[config.mk]
export PLATFORM = sky130hd
export DESIGN_NAME = led_reg_sched_flat
export DESIGN_NICKNAME = d
export VERILOG_FILES = /design/src/rtl/led_ctrl_pkg.sv /design/src/rtl/led_reg_sched_if.sv /design/src/rtl/led_blink_timer.sv /design/src/rtl/led_reg_sched.sv /design/src/flat_wrapper.sv
export SDC_FILE = /design/constraint.sdc
export NUM_CORES = 1
export LEC_CHECK = 0
export BUFFER_PORTS_ARGS = -buffer_cell sky130_fd_sc_hd__clkbuf_2
export CAP_MARGIN = 20
export CORE_UTILIZATION = 48
export DETAILED_ROUTE_END_ITERATION = 6
export PLACE_DENSITY = 0.88
export SYNTH_ARGS = -nofsm -noshare
export SYNTH_HDL_FRONTEND = slang
export SYNTH_SLANG_ARGS = --single-unit
[constraint.sdc]
create_clock -name CLK -period 2.9 [get_ports CLK]
set_input_delay 0.58 -clock CLK [delete_from_list [all_inputs] [get_ports CLK]]
set_output_delay 0.58 -clock CLK [all_outputs]
set_load 0.005 [all_outputs]
[src/rtl/led_ctrl_pkg.sv]
// led_reg_sched shared types
// FSM states, requester ids, register selects
package led_ctrl_pkg;

  typedef enum logic {
    ST_IDLE   = 1'b0,
    ST_SETTLE = 1'b1
  } state_t;

  localparam logic REQ_HOST = 1'b0;
  localparam logic REQ_PAT  = 1'b1;

  localparam logic SEL_REG1 = 1'b0;
  localparam logic SEL_REG2 = 1'b1;

  // counter width for a modulus n, never below 1 bit
  function automatic int cnt_w(input int n);
    return (n > 1) ? $clog2(n) : 1;
  endfunction

endpackage

[src/rtl/led_reg_sched_if.sv]
// led_reg_sched host write port
// req/ack handshake carrying a register select and data
interface led_reg_sched_if #(
  parameter int DW = 32
);
  logic          hst_req;
  logic          hst_sel;
  logic [DW-1:0] hst_data;
  logic          hst_ack;

  modport master (
    output hst_req,
    output hst_sel,
    output hst_data,
    input  hst_ack
  );

  modport slave (
    input  hst_req,
    input  hst_sel,
    input  hst_data,
    output hst_ack
  );
endinterface

[src/rtl/led_blink_timer.sv]
// led blink engine timer
// period counter, pending request flag, overrun counter
module led_blink_timer
  import led_ctrl_pkg::*;
#(
  parameter int PERIOD = 100,
  parameter int OVR_W  = 8
) (
  input  logic             CLK,
  input  logic             RST,
  input  logic             pat_en,
  input  logic             served,
  output logic             pending,
  output logic [OVR_W-1:0] ovr_cnt
);

  localparam int PW = cnt_w(PERIOD);
  localparam logic [PW-1:0] LAST = PW'(PERIOD - 1);

  logic [PW-1:0] cnt;
  logic          wrap;

  assign wrap = pat_en && (cnt == LAST);

  // period counter, parked at 0 while the engine is off
  always_ff @(posedge CLK) begin
    if (RST) begin
      cnt <= '0;
    end else if (!pat_en || wrap) begin
      cnt <= '0;
    end else begin
      cnt <= cnt + PW'(1);
    end
  end

  // a fresh request on wrap wins over a same-edge service
  always_ff @(posedge CLK) begin
    if (RST || !pat_en) begin
      pending <= 1'b0;
    end else if (wrap) begin
      pending <= 1'b1;
    end else if (served) begin
      pending <= 1'b0;
    end
  end

  // wrap onto an unserved request loses it; count saturates
  always_ff @(posedge CLK) begin
    if (RST) begin
      ovr_cnt <= '0;
    end else if (wrap && pending && !served
                 && (ovr_cnt != '1)) begin
      ovr_cnt <= ovr_cnt + OVR_W'(1);
    end
  end

endmodule

[src/rtl/led_reg_sched.sv]
// led control register scheduler
// arbitrates host and blink engine writes, settles after each
module led_reg_sched
  import led_ctrl_pkg::*;
#(
  parameter int            DW         = 32,
  parameter int            PERIOD     = 100,
  parameter int            SETTLE_CYC = 4,
  parameter int            OVR_W      = 8,
  parameter logic [DW-1:0] RST_REG1   = '0,
  parameter logic [DW-1:0] RST_REG2   = '0
) (
  input  logic             CLK,
  input  logic             RST,
  led_reg_sched_if.slave   hst,
  input  logic             pat_en,
  input  logic [DW-1:0]    slv_reg0,
  output logic [DW-1:0]    slv_reg1,
  output logic [DW-1:0]    slv_reg2,
  output logic [DW-1:0]    sts_reg0,
  output logic             sts_chg,
  output logic             busy,
  output logic             pat_phase,
  output logic [OVR_W-1:0] ovr_cnt
);

  localparam int SW = cnt_w(SETTLE_CYC);
  localparam logic [SW-1:0] SLOAD = SW'(SETTLE_CYC - 1);

  state_t        state;
  state_t        state_nx;
  logic [SW-1:0] scnt;
  logic          rr_ptr;
  logic          pending;
  logic          can_gnt;
  logic          gnt_host;
  logic          gnt_pat;
  logic          gnt;
  logic          ack_q;
  logic          sts_vld;
  logic          chg_q;

  led_blink_timer #(
    .PERIOD (PERIOD),
    .OVR_W  (OVR_W)
  ) u_timer (
    .CLK     (CLK),
    .RST     (RST),
    .pat_en  (pat_en),
    .served  (gnt_pat),
    .pending (pending),
    .ovr_cnt (ovr_cnt)
  );

  // state register and settle countdown
  always_ff @(posedge CLK) begin
    if (RST) begin
      state <= ST_IDLE;
      scnt  <= '0;
    end else begin
      state <= state_nx;
      if (gnt) begin
        scnt <= SLOAD;
      end else if (scnt != '0) begin
        scnt <= scnt - SW'(1);
      end
    end
  end

  // next state: last settle cycle may re-grant or go idle
  always_comb begin
    state_nx = state;
    unique case (state)
      ST_IDLE: begin
        if (gnt) state_nx = ST_SETTLE;
      end
      ST_SETTLE: begin
        if (gnt) state_nx = ST_SETTLE;
        else if (scnt == '0) state_nx = ST_IDLE;
      end
    endcase
  end

  // grant decode: round robin only on a tie
  always_comb begin
    busy     = (state == ST_SETTLE);
    can_gnt  = (state == ST_IDLE) || (scnt == '0);
    gnt_host = 1'b0;
    gnt_pat  = 1'b0;
    unique case (1'b1)
      can_gnt && hst.hst_req && pending: begin
        if (rr_ptr == REQ_HOST) gnt_pat = 1'b1;
        else gnt_host = 1'b1;
      end
      can_gnt && hst.hst_req && !pending:
        gnt_host = 1'b1;
      can_gnt && !hst.hst_req && pending:
        gnt_pat = 1'b1;
      default: ;
    endcase
    gnt = gnt_host || gnt_pat;
  end

  assign hst.hst_ack = ack_q;

  // register writes, ack pulse, phase and rr pointer
  always_ff @(posedge CLK) begin
    if (RST) begin
      slv_reg1  <= RST_REG1;
      slv_reg2  <= RST_REG2;
      pat_phase <= 1'b0;
      ack_q     <= 1'b0;
      rr_ptr    <= REQ_PAT;
    end else begin
      ack_q <= gnt_host;
      if (gnt_host) begin
        rr_ptr <= REQ_HOST;
        if (hst.hst_sel == SEL_REG1) begin
          slv_reg1  <= hst.hst_data;
          pat_phase <= hst.hst_data[0];
        end else begin
          slv_reg2 <= hst.hst_data;
        end
      end
      if (gnt_pat) begin
        rr_ptr      <= REQ_PAT;
        slv_reg1[0] <= ~slv_reg1[0];
        pat_phase   <= ~slv_reg1[0];
      end
    end
  end

  // status sample; change pulse lags the new value by a cycle
  always_ff @(posedge CLK) begin
    if (RST) begin
      sts_reg0 <= '0;
      sts_vld  <= 1'b0;
      chg_q    <= 1'b0;
      sts_chg  <= 1'b0;
    end else begin
      sts_reg0 <= slv_reg0;
      sts_vld  <= 1'b1;
      chg_q    <= sts_vld && (slv_reg0 != sts_reg0);
      sts_chg  <= chg_q;
    end
  end

endmodule

[src/flat_wrapper.sv]
// flat-port wrapper written by rule: the top's interface ports become plain ports
module led_reg_sched_flat import led_ctrl_pkg::*;
#(
  parameter int            DW         = 32,
  parameter int            PERIOD     = 100,
  parameter int            SETTLE_CYC = 4,
  parameter int            OVR_W      = 8,
  parameter logic [DW-1:0] RST_REG1   = '0,
  parameter logic [DW-1:0] RST_REG2   = '0
)
  (CLK, RST, pat_en, slv_reg0, slv_reg1, slv_reg2, sts_reg0, sts_chg, busy, pat_phase, ovr_cnt, hst_hst_req, hst_hst_sel, hst_hst_data, hst_hst_ack);
  led_reg_sched_if #(.DW(DW)) hst_i ();
  input  logic CLK;
  input  logic RST;
  input  logic pat_en;
  input  logic [DW-1:0] slv_reg0;
  output logic [DW-1:0] slv_reg1;
  output logic [DW-1:0] slv_reg2;
  output logic [DW-1:0] sts_reg0;
  output logic sts_chg;
  output logic busy;
  output logic pat_phase;
  output logic [OVR_W-1:0] ovr_cnt;
  input wire logic [$bits(hst_i.hst_req)-1:0] hst_hst_req;
  input wire logic [$bits(hst_i.hst_sel)-1:0] hst_hst_sel;
  input wire logic [$bits(hst_i.hst_data)-1:0] hst_hst_data;
  output wire logic [$bits(hst_i.hst_ack)-1:0] hst_hst_ack;
  assign hst_i.hst_req = hst_hst_req;
  assign hst_i.hst_sel = hst_hst_sel;
  assign hst_i.hst_data = hst_hst_data;
  assign hst_hst_ack = hst_i.hst_ack;
  led_reg_sched #(.DW(DW), .PERIOD(PERIOD), .SETTLE_CYC(SETTLE_CYC), .OVR_W(OVR_W), .RST_REG1(RST_REG1), .RST_REG2(RST_REG2)) u_core (.CLK(CLK), .RST(RST), .hst(hst_i), .pat_en(pat_en), .slv_reg0(slv_reg0), .slv_reg1(slv_reg1), .slv_reg2(slv_reg2), .sts_reg0(sts_reg0), .sts_chg(sts_chg), .busy(busy), .pat_phase(pat_phase), .ovr_cnt(ovr_cnt));
endmodule
==> impl_metrics.toml, run 1 <==
[outcome]
status = "finished with violations"
violations = "DRC"

[logic_synthesis]
netlist_area_sq_um = 4450
synth-seq-cells = 120
synth-seq-area-share_pct = 54.0
yosys_warnings = 0
post-synth-top-area-cell = "dfxtp_1"
synthTopCellsByArea = "dfxtp_1 (54%), nand2_1 (11%), a21oi_1 (7.9%), xor2_1 (7.3%), nor2b_1 (4.6%)"
synthArstFlopShare_pct = 0
avgSynthCellArea_sq_um = 8.79
synth_nets = 578
synth_top_area_share_pct = 54.0
synth.distinct_cells = 30
synth_flop_cell = "dfxtp_1"
synth_cells = 506
synth-edff-count = 0

[worst_setup_path]
worstReg2RegEnd = "u_core.u_timer.ovr_cnt[3]"
crit_end = "u_core.u_timer.ovr_cnt[3]"
critPathMaxFanout = 10
crit_type = "register to register"
critical_path.startpoint = "u_core.scnt[0]"
r2r_cells = 7
crit_path_end_kind = "register"
r2r_start = "u_core.scnt[0]"
startpoint_type = "register"
crit_arrival_ns = 2.67
crit_required_ns = 3.32
r2r_slack_ns = 0.65

[die]
io_pins = 177
rows = 34
start_util_pct = 50.2
floorplan.die_area_sq_um = 9650
die_h_microns = 98.2
core_sq_um = 8850
die_width_microns = 98.2

[timing]
max_freq_ghz = 0.444
setup_tns_ns = 0
worst_pin_slew_ns = 0.548
finalMaxSlewViolations = 0
relSlewSlack_pct = 63.4
fin_crit_sh_pct = 77.7
rsz0062_at_grt = "false"
layout_min_cycle_time_ns = 2.25
fin_skew_ns = 0.00691
hold_viol_final = 0
finalSetupViolCount = 0

[global_routing]
grt_pass1_vias = 3975
grt_max_degree = 46
gr-total-overflow = 0
grt.total_usage_pct = 23.6
grt_pass1_wl_microns = 18200
antenna_found_initial = 0

[cells_and_area]
most-common-layout-cells = "clkbuf_2 (175), nand2_1 (135), dfxtp_1 (120)"
register_area_sq_um = 2400
nets = 753
drive_gt1_share_pct = 31.5
stdcell_count = 800
final_core_util_pct = 67.2
fill_cells = 723
n_antenna_cell = 0
final_common_cell = "clkbuf_2"
syn2layout_area_growth_pct = 33.7
multi_input_area_sq_um = 1890

[pwr]
swShare_pct = 22.8
p_sw_uw = 936
irDropWorstVdd_mv = 0.422
report.power.total_mw = 4.10
pwr-share-comb_pct = 8.7
p_leak_nw = 2.71
p_per_area_nw_per_um2 = 690
p_seq_share_pct = 43.3
intPower_mw = 3.16
p_clk_share_pct = 48.0

[hold_path]
hold_path.class = "input port to register"
hold_path_depth = 3

[job]
max_cap_violations = 0

[detailed_routing]
postRouteAntennaNets = 0
routedWlPerCell_microns = 13.8
drtIter0Drc = 177
routed_wirelength_microns = 11100
viasPerCell = 5.09
drtPass1Iterations = 7
vias = 4069
route.detailed.drc = 13

[cts]
cts_buffers = 17
cts.repair.resized = 0
cts_buffer_depth = 2
clkSinkCount = 120
postCtsSetupBuffers = 0
cts_hold_buf = 0
clk_latency_ns = 0.49
cts_tree = "done"
htree_levels = 4
clk_pin_slew_worst_paths_ns = 0.06
cts_root_buffer = "clkbuf_8"

[placement]
dp_cells = 770
port_buffers = 176
dp_hpwl_microns = 7950
gp_congestion = 0.866
[area by class of cell]
cell class	instances	share of cell area [%]
multi-input combinational	353	31.8
tap	108	2.27
clock buffer	22	7.79
timing repair buffer	182	15.6
sequential	120	40.4
clock inverter	8	1.64
inverter	7	0.442
[worst max-delay path, stage by stage (launching register included)]
cell	delay, ns
dfxtp_1	0.34
inv_1	0.06
ha_1	0.23
or2b_2	0.40
a2111oi_4	0.44
nand3_4	0.18
or3_1	0.38
a21oi_1	0.14
[per-stage QoR]
step           setup WS, ns  instance area, sq um  hold slack [ns]
3_3_place_gp          0.795                  5380            0.417
5_1_grt               0.539                  5940            0.307
3_5_place_dp          0.686                  5380            0.435
6_report              0.648                  5940            0.327
2_1_floorplan         0.814                  4450            0.414
4_1_cts               0.674                  5940            0.302
[layer usage]
metal	up-vias	global-route usage, %	routed length (microns)
met5	-	0	0
met3	15	5.87	714
li1	1996	-	-
met2	146	42.0	5750
met4	0	9.99	174
met1	1912	26.9	4440
[flip-flops by register name (all words and copies together) (netlist names)]
signal	flops
u_core.rr_ptr	1
u_core.sts_vld	1
u_core.u_timer.cnt	7
u_core.hst.hst_ack	1
u_core.sts_chg	1
u_core.scnt	2
u_core.u_timer.pending	1
u_core.u_timer.ovr_cnt	8
u_core.slv_reg1	32
u_core.busy	1
u_core.sts_reg0	32
u_core.chg_q	1
u_core.slv_reg2	32
[cells by family (layout without fill, tap and decap cells)]
family	after synthesis	count (layout)	share of synthesized area, %
buffers and inverters	33	219	3.57
multiplexers	1	1	0.225
adder cells (fa/ha/maj)	3	3	0.844
flip-flops	120	120	54.0
AND/OR/NAND/NOR	229	229	23.6
AO/OA/AOI/OAI	80	80	9.79
XOR/XNOR	40	40	7.88
[power by group through the flow]
stage	Combinational, mW	Clock, mW	Sequential [mW]
final	0.357	1.97	1.78
after global routing	0.400	2.08	1.78
after CTS	0.359	2.00	1.78
after detailed placement	0.357	0	1.81
after global placement	0.339	0	1.81
after floorplan	0.177	0	1.81
[synth_stat cells, types with 5 or more instances]
cell type  number
inv_1           7
nor2b_1        33
nand2_1       135
a21oi_1        70
nand4_1         6
dfxtp_1       120
nor2_1         24
nand3_1         9
clkbuf_1       21
o21ai_0         5
nor4_1          8
xor2_1         37
[how the worst min path moves through the flow]
stage | endpoint | startpoint
global placement | u_core.sts_chg | u_core.chg_q
detailed placement | u_core.chg_q | u_core.sts_vld
CTS | u_core.slv_reg1[28] | hst_hst_data[28]
finish | u_core.slv_reg2[2] | hst_hst_data[2]
floorplan | u_core.sts_chg | u_core.chg_q
global route | u_core.slv_reg1[30] | hst_hst_data[30]
No activity file was read; power rests on OpenSTA's default activity.
==> run 2: changes to the inputs <==
clock period = 2.1 ns   (was 2.9 ns; I/O delays follow)
==> run 2 against run 1 <==
Critical path type unchanged. Clock power grew 56%. Final cell count grew 0.75%. Clock-buffer cell count increased by 1. Highest routed layer unchanged. Via count up 0.88%. Sequential share of layout area fell by 0.94 points. Largest cell class unchanged. Non-clock buffer count is 5 higher. Core utilization increased by 1.6 points. Die area unchanged. Sequential power is 38% higher. Fmax rose by 12%. The flow still finishes with violations (DRC).
==> impl_metrics.toml, run 2 (same netlist as run 1, synthesis figures left out) <==
[die]
start_util_pct = 50.2
die_width_microns = 98.2
core_sq_um = 8850
floorplan.die_area_sq_um = 9650
io_pins = 177
die_h_microns = 98.2
rows = 34

[worst_setup_path]
critical_path.startpoint = "u_core.scnt[0]"
r2r_start = "u_core.scnt[0]"
crit_required_ns = 2.52
critPathMaxFanout = 8
crit_type = "register to register"
startpoint_type = "register"
crit_path_end_kind = "register"
crit_arrival_ns = 2.42

[pwr]
p_seq_share_pct = 40.5
irDropWorstVdd_mv = 0.563
p_leak_nw = 2.78
pwr-share-comb_pct = 8.5
p_clk_share_pct = 51.0
intPower_mw = 4.75
swShare_pct = 21.4
report.power.total_mw = 6.05
p_sw_mw = 1.30
p_per_area_nw_per_um2 = 994

[timing]
hold_viol_final = 0
fin_skew_ns = 0.00814
layout_min_cycle_time_ns = 2.01
finalMaxSlewViolations = 0
max_freq_ghz = 0.498
setup_tns_ns = 0
finalSetupViolCount = 0
fin_crit_sh_pct = 95.7
relSlewSlack_pct = 70.3
fin_ws_ns = 0.0911
worst_pin_slew_ns = 0.446
rsz0062_at_grt = "false"

[global_routing]
grt.total_usage_pct = 23.0
grt_pass1_wl_microns = 17800
grt_max_degree = 64
gr-total-overflow = 0
grt_pass1_vias = 3871
antenna_found_initial = 0

[job]
max_cap_violations = 0

[detailed_routing]
top_layer_used = "met4"
routed_wirelength_microns = 11100
route.detailed.drc = 13
wl_met1_microns = 4520
routedWlPerCell_microns = 13.7
vias = 4105
route.met2.wl_microns = 5790
postRouteAntennaNets = 0
drtPass1Iterations = 7
drtIter0Drc = 165
dr_wl_met3_microns = 593
viasPerCell = 5.09

[cells_and_area]
final_common_cell = "clkbuf_2"
nets = 758
top_regs = "u_core.slv_reg1 (32), u_core.slv_reg2 (32), u_core.sts_reg0 (32)"
drive_gt1_share_pct = 32.1
syn2layout_area_growth_pct = 36.8
most-common-layout-cells = "clkbuf_2 (175), nand2_1 (135), dfxtp_1 (120)"
stdcell_count = 806
n_antenna_cell = 0

[hold_path]
hp-start = "hst_hst_data[22]"
hold_path.class = "input port to register"

[placement]
gp_congestion = 0.794
dp_cells = 774
port_buffers = 176
dp_slack_ns = -0.00638
dp_hpwl_microns = 7830

[cts]
cts_root_buffer = "clkbuf_8"
clk_pin_slew_worst_paths_ns = 0.06
cts_buffer_depth = 2
clk_latency_ns = 0.49
htree_levels = 4
clkSinkCount = 120
cts_buffers = 17
cts_tree = "done"

[outcome]
status = "finished with violations"
violations = "DRC"
run 2: cell type report:
class	count	area [sq um]
clock buffer	23	467
clock inverter	8	168
fill	706	2770
inverter	7	26.3
multi-input combinational	353	1890
sequential	120	2400
tap	108	135
timing repair buffer	187	991
run 2: worst max-delay path, cell delays in order, from the launching register on:
cell and delay, ns:
dfxtp_1 0.34, inv_1 0.05, ha_2 0.20, or2b_4 0.28, a2111oi_4 0.38, nand3_4 0.15
or3_1 0.37, a21oi_1 0.16
run 2: final timing paths:
check,endpoint,slack [ns],depth (start not counted)
min,u_core.slv_reg2[22],0.16,3
max,u_core.u_timer.ovr_cnt[7],0.09,7
min reg2reg,u_core.chg_q,0.44,1
max reg2reg,u_core.u_timer.ovr_cnt[7],0.09,7
run 2: routing by layer:
metal | GRT usage, % | vias to the layer above
met1 | 26.2 | 1912
li1 | - | 2016
met2 | 41.8 | 155
met3 | 5.08 | 22
met4 | 9.30 | 0
met5 | 0 | -
run 2: timing repair:
item | 4_1_cts | 5_1_grt
setup endpoints to repair | 2 | 2
hold buffers | 0 | 0
resized for setup | 2 | 0
pin swaps | 2 | 1
buffers inserted | 1 | 0
run 2: per-stage QoR:
| stage | hold WS [ns] | cell area [sq um] | utilization (%) |
|---|---|---|---|
| 2_1_floorplan | 0.414 | 4450 | - |
| 3_3_place_gp | 0.417 | 5440 | 61.4 |
| 3_5_place_dp | 0.434 | 5440 | 61.4 |
| 4_1_cts | 0.137 | 6080 | 68.8 |
| 5_1_grt | 0.145 | 6080 | 68.8 |
| 6_report | 0.159 | 6080 | 68.8 |
run 2: power by group through the flow:
stage | logic (mW) | clock network [mW] | registers [mW]
CTS | 0.514 | 3.14 | 2.45
detailed placement | 0.504 | 0 | 2.50
global route | 0.568 | 3.24 | 2.46
global placement | 0.482 | 0 | 2.49
floorplan | 0.245 | 0 | 2.50
finish | 0.512 | 3.08 | 2.45
